--- src/rtl/alu_pkg.sv ---
// Shared definitions for the ALU sequencing / status-register controller.
// Contents:
//   - opcode index constants (0..15)
//   - FSM state encoding
//   - packed {z,c,v,n} flags struct
//   - opcode class masks and the op_class() decoder (class + flag update mask)
//   - one_hot() helper producing the datapath op select
package alu_pkg;

   localparam logic [3:0] OP_ADD   = 4'd0;
   localparam logic [3:0] OP_SUB   = 4'd1;
   localparam logic [3:0] OP_AND   = 4'd2;
   localparam logic [3:0] OP_OR    = 4'd3;
   localparam logic [3:0] OP_XOR   = 4'd4;
   localparam logic [3:0] OP_NOT   = 4'd5;
   localparam logic [3:0] OP_SHL   = 4'd6;
   localparam logic [3:0] OP_SHR   = 4'd7;
   localparam logic [3:0] OP_SAR   = 4'd8;
   localparam logic [3:0] OP_ROL   = 4'd9;
   localparam logic [3:0] OP_ROR   = 4'd10;
   localparam logic [3:0] OP_ADC   = 4'd11;
   localparam logic [3:0] OP_SBC   = 4'd12;
   localparam logic [3:0] OP_CMP   = 4'd13;
   localparam logic [3:0] OP_PASSA = 4'd14;
   localparam logic [3:0] OP_PASSB = 4'd15;

   // Bit i set => opcode i belongs to the class.
   localparam logic [15:0] ARITH_MASK = 16'h3803;  // 0,1,11,12,13
   localparam logic [15:0] SHIFT_MASK = 16'h07C0;  // 6..10

   typedef enum logic [1:0] {
      ST_IDLE,
      ST_ISSUE,
      ST_WAIT,
      ST_RESP
   } state_t;

   typedef struct packed {
      logic z;
      logic c;
      logic v;
      logic n;
   } flags_t;

   typedef enum logic [1:0] {
      CLS_ARITH,
      CLS_SHIFT,
      CLS_LOGIC
   } op_cls_t;

   typedef struct packed {
      op_cls_t cls;
      flags_t  mask;  // 1 = this flag is written by a commit
   } op_info_t;

   function automatic op_info_t op_class(input logic [3:0] opcode);
      op_info_t info;
      if (ARITH_MASK[opcode]) begin
         info.cls  = CLS_ARITH;
         info.mask = flags_t'(4'b1111);
      end else if (SHIFT_MASK[opcode]) begin
         info.cls  = CLS_SHIFT;
         info.mask = flags_t'(4'b1101);
      end else begin
         info.cls  = CLS_LOGIC;
         info.mask = flags_t'(4'b1001);
      end
      return info;
   endfunction

   function automatic logic [15:0] one_hot(input logic [3:0] opcode);
      return 16'h0001 << opcode;
   endfunction

endpackage

--- src/rtl/alu_status_reg.sv ---
// Architectural status register {Z,C,V,N}.
// Ports:
//   clk, rst      clock, asynchronous active-high reset (loads FLAG_RST)
//   commit_en     end-of-operation flag commit
//   commit_mask   per-bit update mask for the commit
//   commit_flags  flag values to commit
//   wr_en/wr_data software write of all four bits
//   flags         current register value
// A software write is applied first; a coinciding commit then overrides
// only the bits it owns, so the write survives in the unmasked bits.
module alu_status_reg #(
   parameter logic [3:0] FLAG_RST = 4'b0000
) (
   input  logic       clk,
   input  logic       rst,
   input  logic       commit_en,
   input  logic [3:0] commit_mask,
   input  logic [3:0] commit_flags,
   input  logic       wr_en,
   input  logic [3:0] wr_data,
   output logic [3:0] flags
);

   logic [3:0] flags_d;

   always_comb begin
      flags_d = wr_en ? wr_data : flags;
      if (commit_en) begin
         flags_d = (commit_flags & commit_mask) | (flags_d & ~commit_mask);
      end
   end

   always_ff @(posedge clk or posedge rst) begin
      if (rst) begin
         flags <= FLAG_RST;
      end else begin
         flags <= flags_d;
      end
   end

endmodule

--- src/rtl/alu_flag_ctrl.sv ---
// Sequencer and status-register controller for the 16-bit ALU datapath.
// Ports:
//   req_*          request channel (valid/ready), opcode, wide flag, operands
//   alu_*          datapath drive (issue pulse, one-hot op, operands, carry)
//                  and datapath return (result, Z/C/V/N)
//   rsp_*          response channel (valid/ready), result, error
//   flag_wr_*      software write of the status register
//   flags          architectural status register {Z,C,V,N}
//   busy           high whenever the FSM is not in IDLE
// Handshake: a transfer happens on a rising clk edge where valid and ready
// are both high; valid, once raised, holds with stable payload until then.
// A wide operation runs the low 16-bit pass, then the high pass, and commits
// flags once at the end. A wide shift is rejected with rsp_err and no pass.
module alu_flag_ctrl
   import alu_pkg::*;
#(
   parameter int         ALU_LAT  = 1,
   parameter logic [3:0] FLAG_RST = 4'b0000
) (
   input  logic        clk,
   input  logic        rst,
   input  logic        req_valid,
   output logic        req_ready,
   input  logic [3:0]  req_opcode,
   input  logic        req_wide,
   input  logic [31:0] req_a,
   input  logic [31:0] req_b,
   output logic        alu_issue,
   output logic [15:0] alu_op_sel,
   output logic [15:0] alu_a,
   output logic [15:0] alu_b,
   output logic        alu_carry_in,
   input  logic [15:0] alu_result,
   input  logic        alu_z,
   input  logic        alu_c,
   input  logic        alu_v,
   input  logic        alu_n,
   output logic        rsp_valid,
   input  logic        rsp_ready,
   output logic [31:0] rsp_result,
   output logic        rsp_err,
   input  logic        flag_wr_en,
   input  logic [3:0]  flag_wr_data,
   output logic [3:0]  flags,
   output logic        busy
);

   state_t      state, state_next;
   logic [2:0]  cnt;
   logic [3:0]  op_r;
   logic        wide_r;
   logic        hi_pass;
   logic [15:0] a_hi, b_hi, res_lo;
   logic        z_lo;
   op_info_t    info_req, info_r;
   logic        accept, wide_shift, pass_done, low_done, commit_en;
   logic [3:0]  commit_flags;
   logic        c_now;

   assign info_req   = op_class(req_opcode);
   assign info_r     = op_class(op_r);
   assign accept     = (state == ST_IDLE) && req_valid;
   assign wide_shift = req_wide && (info_req.cls == CLS_SHIFT);
   assign pass_done  = (state == ST_WAIT) && (cnt == 3'd0);
   assign low_done   = pass_done && wide_r && !hi_pass;
   assign commit_en  = pass_done && !low_done;
   // Wide Z spans both halves; C/V/N come from whichever pass just ended.
   assign commit_flags = {(wide_r ? (z_lo & alu_z) : alu_z), alu_c, alu_v, alu_n};
   // Carry as it will read after this edge, so a write landing on the
   // accept edge still feeds ADC/SBC.
   assign c_now = flag_wr_en ? flag_wr_data[2] : flags[2];

   // State register
   always_ff @(posedge clk or posedge rst) begin
      if (rst) begin
         state <= ST_IDLE;
      end else begin
         state <= state_next;
      end
   end

   // Next-state logic
   always_comb begin
      state_next = state;
      case (state)
         ST_IDLE:  if (req_valid) state_next = wide_shift ? ST_RESP : ST_ISSUE;
         ST_ISSUE: state_next = ST_WAIT;
         ST_WAIT:  if (cnt == 3'd0) state_next = low_done ? ST_ISSUE : ST_RESP;
         ST_RESP:  if (rsp_ready) state_next = ST_IDLE;
         default:  state_next = ST_IDLE;
      endcase
   end

   // FSM outputs: pure decodes of the state register
   always_comb begin
      req_ready = (state == ST_IDLE);
      alu_issue = (state == ST_ISSUE);
      rsp_valid = (state == ST_RESP);
      busy      = (state != ST_IDLE);
   end

   // Operand, counter and result registers
   always_ff @(posedge clk or posedge rst) begin
      if (rst) begin
         cnt          <= 3'd0;
         op_r         <= 4'd0;
         wide_r       <= 1'b0;
         hi_pass      <= 1'b0;
         a_hi         <= 16'h0;
         b_hi         <= 16'h0;
         res_lo       <= 16'h0;
         z_lo         <= 1'b0;
         alu_op_sel   <= 16'h0;
         alu_a        <= 16'h0;
         alu_b        <= 16'h0;
         alu_carry_in <= 1'b0;
         rsp_result   <= 32'h0;
         rsp_err      <= 1'b0;
      end else begin
         if (accept) begin
            op_r       <= req_opcode;
            wide_r     <= req_wide;
            a_hi       <= req_a[31:16];
            b_hi       <= req_b[31:16];
            hi_pass    <= 1'b0;
            rsp_err    <= wide_shift;
            rsp_result <= 32'h0;
            if (!wide_shift) begin
               alu_op_sel   <= one_hot(req_opcode);
               alu_a        <= req_a[15:0];
               alu_b        <= req_b[15:0];
               alu_carry_in <= ((req_opcode == OP_ADC) || (req_opcode == OP_SBC)) ? c_now : 1'b0;
            end
         end

         if (state == ST_ISSUE) begin
            cnt <= 3'(ALU_LAT);
         end else if ((state == ST_WAIT) && (cnt != 3'd0)) begin
            cnt <= cnt - 3'd1;
         end

         // End of wide low pass: keep the low half, chain the carry for
         // arithmetic, and set up the high-half operands (op_sel is kept).
         if (low_done) begin
            res_lo       <= alu_result;
            z_lo         <= alu_z;
            hi_pass      <= 1'b1;
            alu_a        <= a_hi;
            alu_b        <= b_hi;
            alu_carry_in <= (info_r.cls == CLS_ARITH) ? alu_c : 1'b0;
         end

         if (commit_en) begin
            rsp_result   <= wide_r ? {alu_result, res_lo} : {16'h0, alu_result};
            alu_op_sel   <= 16'h0;
            alu_carry_in <= 1'b0;
         end
      end
   end

   alu_status_reg #(
      .FLAG_RST(FLAG_RST)
   ) u_status (
      .clk         (clk),
      .rst         (rst),
      .commit_en   (commit_en),
      .commit_mask (info_r.mask),
      .commit_flags(commit_flags),
      .wr_en       (flag_wr_en),
      .wr_data     (flag_wr_data),
      .flags       (flags)
   );

endmodule
--- config.mk ---
export PLATFORM = sky130hd
export DESIGN_NAME = alu_flag_ctrl
export DESIGN_NICKNAME = d
export VERILOG_FILES = /design/src/rtl/alu_pkg.sv /design/src/rtl/alu_status_reg.sv /design/src/rtl/alu_flag_ctrl.sv
export SDC_FILE = /design/constraint.sdc
export NUM_CORES = 1
export LEC_CHECK = 0
export ABC_AREA = 1
export ABC_CLOCK_PERIOD_IN_PS = 8100
export BUFFER_PORTS_ARGS = -buffer_cell sky130_fd_sc_hd__buf_2
export CAP_MARGIN = 15
export CORE_MARGIN = 8
export CORE_UTILIZATION = 30
export DETAILED_ROUTE_END_ITERATION = 7
export GPL_TIMING_DRIVEN = 0
export SLEW_MARGIN = 25
export SYNTH_ARGS = -nofsm -noshare
export SYNTH_HDL_FRONTEND = slang
export SYNTH_SLANG_ARGS = --single-unit
--- constraint.sdc ---
create_clock -name clk -period 8.1 [get_ports clk]
set_input_delay 1.62 -clock clk [delete_from_list [all_inputs] [get_ports clk]]
set_output_delay 1.62 -clock clk [all_outputs]
set_load 0.005 [all_outputs]
== Word level (Yosys, flattened, before mapping) ==
Memory sizes are Yosys's and may differ from the RTL's.
Cells that the tools add are included.

* Register bits: 146
* Bits in read-only memories: 64
* Input port bits: 98
* Output and inout port bits: 90
* Logic and storage cells: 104
* Memories kept: 4

{| class="wikitable"
|+ Memory list
! memory !! depth !! bits a word !! rd ports !! clocked after memory_dff !! wr ports !! line !! source
|-
| (name not given) || 16 || 1 || 1 || 0 || 0 || alu_pkg.sv:61 || <nowiki>end else if (SHIFT_MASK[opcode]) begin</nowiki>
|-
| (name not given) || 16 || 1 || 1 || 0 || 0 || alu_pkg.sv:58 || <nowiki>if (ARITH_MASK[opcode]) begin</nowiki>
|-
| (name not given) || 16 || 1 || 1 || 0 || 0 || alu_pkg.sv:61 ||
|-
| (name not given) || 16 || 1 || 1 || 0 || 0 || alu_pkg.sv:58 ||
|}

* Add/sub/neg operators: 1
* $lt $le $gt $ge: 2
* Equality and inequality tests: 12
* Shift operators: 1
* Mux-type cells: 40
* Bitwise operators: 5
* Reduce and logical (&&, ||, !) cells: 23

{| class="wikitable"
|+ Operators with widths
! kind !! number
|-
| $mux W16 || 9
|-
| $mux W32 || 3
|-
| $mux W6 || 4
|-
| $shl A1 B4 Y16 const A || 1
|-
| $mux W1 || 14
|-
| $lt A4 B5 Y1 const B || 2
|-
| $mux W2 || 5
|-
| $and A4 B4 Y4 || 2
|-
| $eq A4 B4 Y1 const B || 2
|-
| $mux W4 || 2
|-
| $ne A2 B1 Y1 const B || 4
|-
| $pmux W2 S4 || 1
|-
| $reduce_bool A2 Y1 || 4
|-
| $logic_and A1 B1 Y1 || 7
|-
| $mux W3 || 2
|-
| $reduce_and A2 Y1 || 3
|-
| $reduce_bool A3 Y1 || 2
|-
| $eq A2 B1 Y1 const B || 2
|-
| $eq A2 B2 Y1 const B || 2
|-
| $logic_not A2 Y1 || 2
|-
| $not A4 Y4 || 1
|-
| $or A4 B4 Y4 || 1
|-
| $logic_not A3 Y1 || 1
|-
| $ne A3 B1 Y1 const B || 1
|-
| other kinds (6) || 7
|}

== Logic depth before layout (Yosys ltp) ==
* Word-level depth: 10
* Gate-level depth with buffers: 12
* Mapped depth without buffers: 11

== Cells and area by module ==
From an unflattened synthesis, not the netlist that was laid out.

* Cell total of the unflattened synthesis: 786
* Area, all modules: 6,480.0 um2

{| class="wikitable"
|+ By module, submodules not included
! module !! instances !! cells each !! area each (um2) !! sequential area each (um2)
|-
| alu_flag_ctrl || 1 || 748 || 6,243.5 || 3,553.4
|-
| alu_status_reg || 1 || 38 || 236.5 || 100.1
|}

== Worst setup path after synthesis ==
No wires, ideal clock.

* Path kind: in2reg
* Start point: input req_opcode[3]
* End point: register alu_b[10]
* Library setup time: 65 ps
* Arrival: 2,483 ps
* Data required time: 8,035 ps
* Setup slack: 5,552 ps
* Stages on the path: 9
* Buffers on the path: 2
* Cells stage by stage: inv_2 nand3_1 nand2_2 nand2_4 nand2_4 buf_6 buf_8 nand3_2 nand2_1

* Cells in the longest elaborated chain, start to end: 8
* Elaborated cells on any way between the ends: 10
* Those cells by class: eq/ne: 2; mux: 4; reduce/logical: 2; memory: 2

{| class="wikitable"
|+ Ends and longest elaborated chain
! what !! line !! source
|-
| start: declaration || alu_flag_ctrl.sv:24 || <nowiki>input logic [3:0] req_opcode,</nowiki>
|-
| $mem_v2 Z16 W1 || -- ||
|-
| $mux W1 (implied by the code) || alu_pkg.sv:61 ||
|-
| $mux W6 || alu_pkg.sv:61 ||
|-
| $mux W6 (*) || alu_pkg.sv:58 ||
|-
| $eq A2 B1 Y1 (*) || alu_flag_ctrl.sv:63 || <nowiki>assign wide_shift = req_wide && (info_req.cls == CLS_SHIFT);</nowiki>
|-
| $logic_and A1 B1 Y1 (*) || alu_flag_ctrl.sv:63 ||
|-
| $ne A2 B1 Y1 (no source line) (*) || -- ||
|-
| $reduce_and A2 Y1 (no source line) (*) || -- ||
|-
| end signal: assignment || alu_flag_ctrl.sv:131 || <nowiki>alu_b <= req_b[15:0];</nowiki>
|-
| end signal: assignment || alu_flag_ctrl.sv:149 || <nowiki>alu_b <= b_hi;</nowiki>
|-
| end: declaration || alu_flag_ctrl.sv:31 || <nowiki>output logic [15:0] alu_b,</nowiki>
|}

Mark *: on every way between the ends. The rest lies on a longest branch, timed or not. The select of a mux whose other input is x is not followed.
A chain may end at the register's enable or synchronous reset.

== Worst setup path after layout ==
* Start point: register state[0]
* End point: output busy

* Cells in the longest elaborated chain, start to end: 1

{| class="wikitable"
|+ Ends and longest elaborated chain
! what !! line !! source
|-
| start: declaration || alu_flag_ctrl.sv:48 || <nowiki>state_t state, state_next;</nowiki>
|-
| start signal: assignment || alu_flag_ctrl.sv:78 || <nowiki>state <= state_next;</nowiki>
|-
| $reduce_bool A2 Y1 || alu_flag_ctrl.sv:99 || <nowiki>busy = (state != ST_IDLE);</nowiki>
|-
| end: declaration || alu_flag_ctrl.sv:45 || <nowiki>output logic busy</nowiki>
|}

Every way passes these cells.

==> summary by stage <==
Final layout
In the layout the commonest cells are 356 x sky130_fd_sc_hd__nand2_1, 206 x sky130_fd_sc_hd__buf_2, 146 x sky130_fd_sc_hd__dfrtp_1. The post-layout instance area is 0.00850 mm^2. The filler cell count in the final layout is 2245. The repair_antennas step left the layout with diodes totalling 0. In the final layout, the multi-input gates occupy 0.00251 mm^2.

For this run, the post-layout net count is 1111. Registers take 0.00365 mm^2. The area growth from synthesis to layout is 29.5%.

The proportion of layout cells with a drive suffix above 1 is 0.266. The most common library cell in the layout ignoring fill and taps is sky130_fd_sc_hd__nand2_1.

STA
The least setup slack across all paths after layout is 5.15 ns. Setup total negative slack on the finished layout was measured at 0 ns. The maximum frequency from static timing analysis is 339 MHz. Between clock sinks in the finished design, the worst skew comes to 0.00890 ns. The post-route clock period utilization is 0.364. The final critical delay including setup and external delays is 2.95 ns. Setup violations remaining at the end of the flow were counted as 0. Setup repair after global routing left no endpoint under its margin. Headroom to the max-slew limit came out at 0.585.

The final number of hold-violating endpoints is 0. The transition at the pin with the smallest max-transition slack is 0.623 ns. The final-report max-slew violation count is 0.

Floorplanning
The floorplan has 54 rows. The die outline height is 164 um. The boundary pin count is 188.

The die covers 0.0269 mm^2. The starting utilization of the core area is 0.304. The horizontal extent of the die is 164 um.

The core area is 0.0216 mm^2.

Drt
The number of detailed-routing iterations run before antenna repair is 5. The residual DRC count is 0. The final routed wire length divided by cell count is 16.0 um.

Once detail routing completed, the nets flagged for antenna violations numbered 0. The violation count after the first detailed-route iteration is 330. The via count is 5940.

The via-per-instance ratio is 4.56. Wires add up to 20.8 mm.

Clock network
For the worst-skew pair, the clock arrives at the later sink with an insertion delay of 0.42 ns. Post-CTS repair changed the size of 0 cells. The H-tree depth is 4. The total setup buffers inserted after CTS is 0. The clock passes through at most 2 buffers.

The cell chosen for the clock root is sky130_fd_sc_hd__clkbuf_16. TritonCTS created 17 clock buffers. TritonCTS built the clock tree.

The number of clock sinks seen by CTS is 146. The total of hold buffers inserted after clock tree synthesis is 0. Clock-pin slew was measured on the worst setup and hold paths at 0.06 ns.

Critical path
The most critical setup path has its endpoint at busy. The worst-case register-to-register setup slack is 6.00 ns. The required time of the critical path is 6.48 ns. For this run, the slowest stage of the critical path takes 0.43 ns. For the worst setup path, the data arrival time is 1.33 ns. The startpoint identified for the worst register-to-register timing path is cnt[0].

The startpoint class of the critical path is a flop. The category of the critical setup timing path is flop to output port. Counting cells, the worst reg-to-reg path comes to 11. Of all nets on the critical path, the largest fanout is 4. The slowest stage of the critical path belongs to the cell sky130_fd_sc_hd__dfrtp_1. The worst setup path is captured at an output port. The critical register-to-register path endpoint is rsp_result[24]. The critical path crosses 3 cells after its start point. The launch point of the critical path is state[0]. Counting both buffers and inverters, the worst setup path holds a total of 2. The cell type group with the largest total delay on the critical path is flip-flops. Traced cell by cell, the critical path runs through nor2_2, inv_1, buf_2.

Placement
OpenSTA, run right after detailed placement, puts the worst setup slack at 5.12 ns. The count of input and output buffers is 187. The placed instances occupy a cell area of 0.00788 mm^2. Once detailed placement completed, the half-perimeter wirelength came to 15.3 mm.

The congestion estimate from routability-driven global placement came to 0.829.

GRT
The via count of the first global-routing pass is 5988. The sum of overflow across all layers after global routing is 0. The wire length of the first global-routing pass is 32.7 mm.

The maximum number of pins on one net before global-route repair is 82. The number of antenna violations at the first check in global routing came to 5. Across every metal layer, demand over resource in global routing totals 0.156.

Power
The fraction of power spent switching nets is 0.373. The power density over the cells is 364 mW/mm^2. The static leakage power is 4.74 nW. Internal power comes to 1.94 mW. The share of total power in sequential cells is 0.387. The share of total power dissipated in combinational logic is 0.344.

The share of total power dissipated in the clock network is 0.269. The analysis attributes to net switching a power of 1.15 mW. The worst-case vdd ir drop is 0.148 mV.

Yosys
The synthesized area per cell is 8.16 um^2. When the netlist entered floorplanning its net count stood at 904. The cell type with the largest total area after synthesis is sky130_fd_sc_hd__dfrtp_1. By area the synthesized netlist is led by sky130_fd_sc_hd__dfrtp_1 56%, sky130_fd_sc_hd__nand2_1 20%, sky130_fd_sc_hd__o21ai_0 5.6%, sky130_fd_sc_hd__nand3_1 5.3%, sky130_fd_sc_hd__inv_1 2.3%. The synthesized instance count is 804. In this run, distinct cell masters in the synthesized netlist total 29.

For this run, the number of Yosys warnings is 0. The share of synthesized area in the top cell type comes to 0.557. The number of flip-flops and latches in the synthesized netlist is 146. Summing every instance area after synthesis gives 0.00656 mm^2. The synthesized design contains 0 enable-type register cells.

The predominant post-synthesis flop cell is sky130_fd_sc_hd__dfrtp_1. The share of the Yosys chip area taken by registers is 0.557. The async set or reset register ratio after synthesis is 1.00.

Hold path
The classification of the worst-slack hold path is flop to flop.

Outcome
The run finished with clean final reports.

Run
The max-cap check violation count is 0.
==> Yosys cell counts (7+ instances only) <==
cell type,number
sky130_fd_sc_hd__buf_2,19
sky130_fd_sc_hd__clkbuf_1,13
sky130_fd_sc_hd__dfrtp_1,146
sky130_fd_sc_hd__inv_1,40
sky130_fd_sc_hd__nand2_1,356
sky130_fd_sc_hd__nand3_1,70
sky130_fd_sc_hd__nand3_2,11
sky130_fd_sc_hd__nand4_1,7
sky130_fd_sc_hd__nor2_1,22
sky130_fd_sc_hd__o21ai_0,73
sky130_fd_sc_hd__o21ai_1,8
==> registers in the layout, indices dropped and copies added, names as in the netlist <==
register	flops
rsp_err	1
u_status.flags	4
res_lo	16
z_lo	1
wide_r	1
alu_carry_in	1
a_hi	16
alu_b	16
hi_pass	1
alu_a	16
rsp_result	32
b_hi	16
state	2
alu_op_sel	16
cnt	3
op_r	4
==> worst min-delay path by stage <==
stage | startpoint | endpoint | cells after the start
after floorplan | z_lo | z_lo | 2
after global placement | alu_op_sel[5] | alu_op_sel[5] | 2
after detailed placement | alu_op_sel[5] | alu_op_sel[5] | 2
after CTS | alu_op_sel[3] | alu_op_sel[3] | 2
after global routing | z_lo | z_lo | 2
final | alu_op_sel[3] | alu_op_sel[3] | 2
==> power groups by stage <==
stage               logic [mW]  registers [mW]  clock network (mW)
finish                    1.06            1.20               0.832
global route              1.22            1.23               0.887
CTS                       1.09            1.20               0.854
detailed placement        1.09            1.21                   0
global placement          1.06            1.20                   0
floorplan                0.642            1.19                   0
==> per-stage QoR <==
stage               cells  hold slack (ns)  power (mW)  utilization
CTS                  1304            0.473        3.14        0.393
global route         1304            0.499        3.34        0.393
floorplan             804            0.444        1.84            -
finish               1304            0.467        3.09        0.393
detailed placement   1272            0.457        2.29        0.365
global placement     1271            0.453        2.26        0.363
==> cell type report <==
type,count,area share
clock inverters,13,0.0203
repair buffers,188,0.113
plain buffers,44,0.0266
inverters,45,0.0208
clock buffers,19,0.0521
well taps,280,0.0412
flip-flops and latches,146,0.430
multi-input cells,569,0.296
==> worst min-delay path, cell delays in order, from the launching register on <==
cell and delay, ns:
sky130_fd_sc_hd__dfrtp_1 0.34, sky130_fd_sc_hd__nand2_1 0.05, sky130_fd_sc_hd__nand2_1 0.05
==> logic make-up (layout without fill, tap and decap cells) <==
group	count (synthesis)	in the layout	share of synthesized area
AO/OA/AOI/OAI	90	90	0.0711
adder cells (fa/ha/maj)	2	2	0.00381
buffers and inverters	89	309	0.0602
AND/OR/NAND/NOR	477	477	0.308
flip-flops	146	146	0.557
==> per-layer routing <==
layer / routed length [um] / track usage
met1: 9670 / 0.201
met4: 202 / 0.0380
met3: 1700 / 0.0576
met5: 52 / 0
met2: 9230 / 0.245
(Power assumes the default switching activity.)
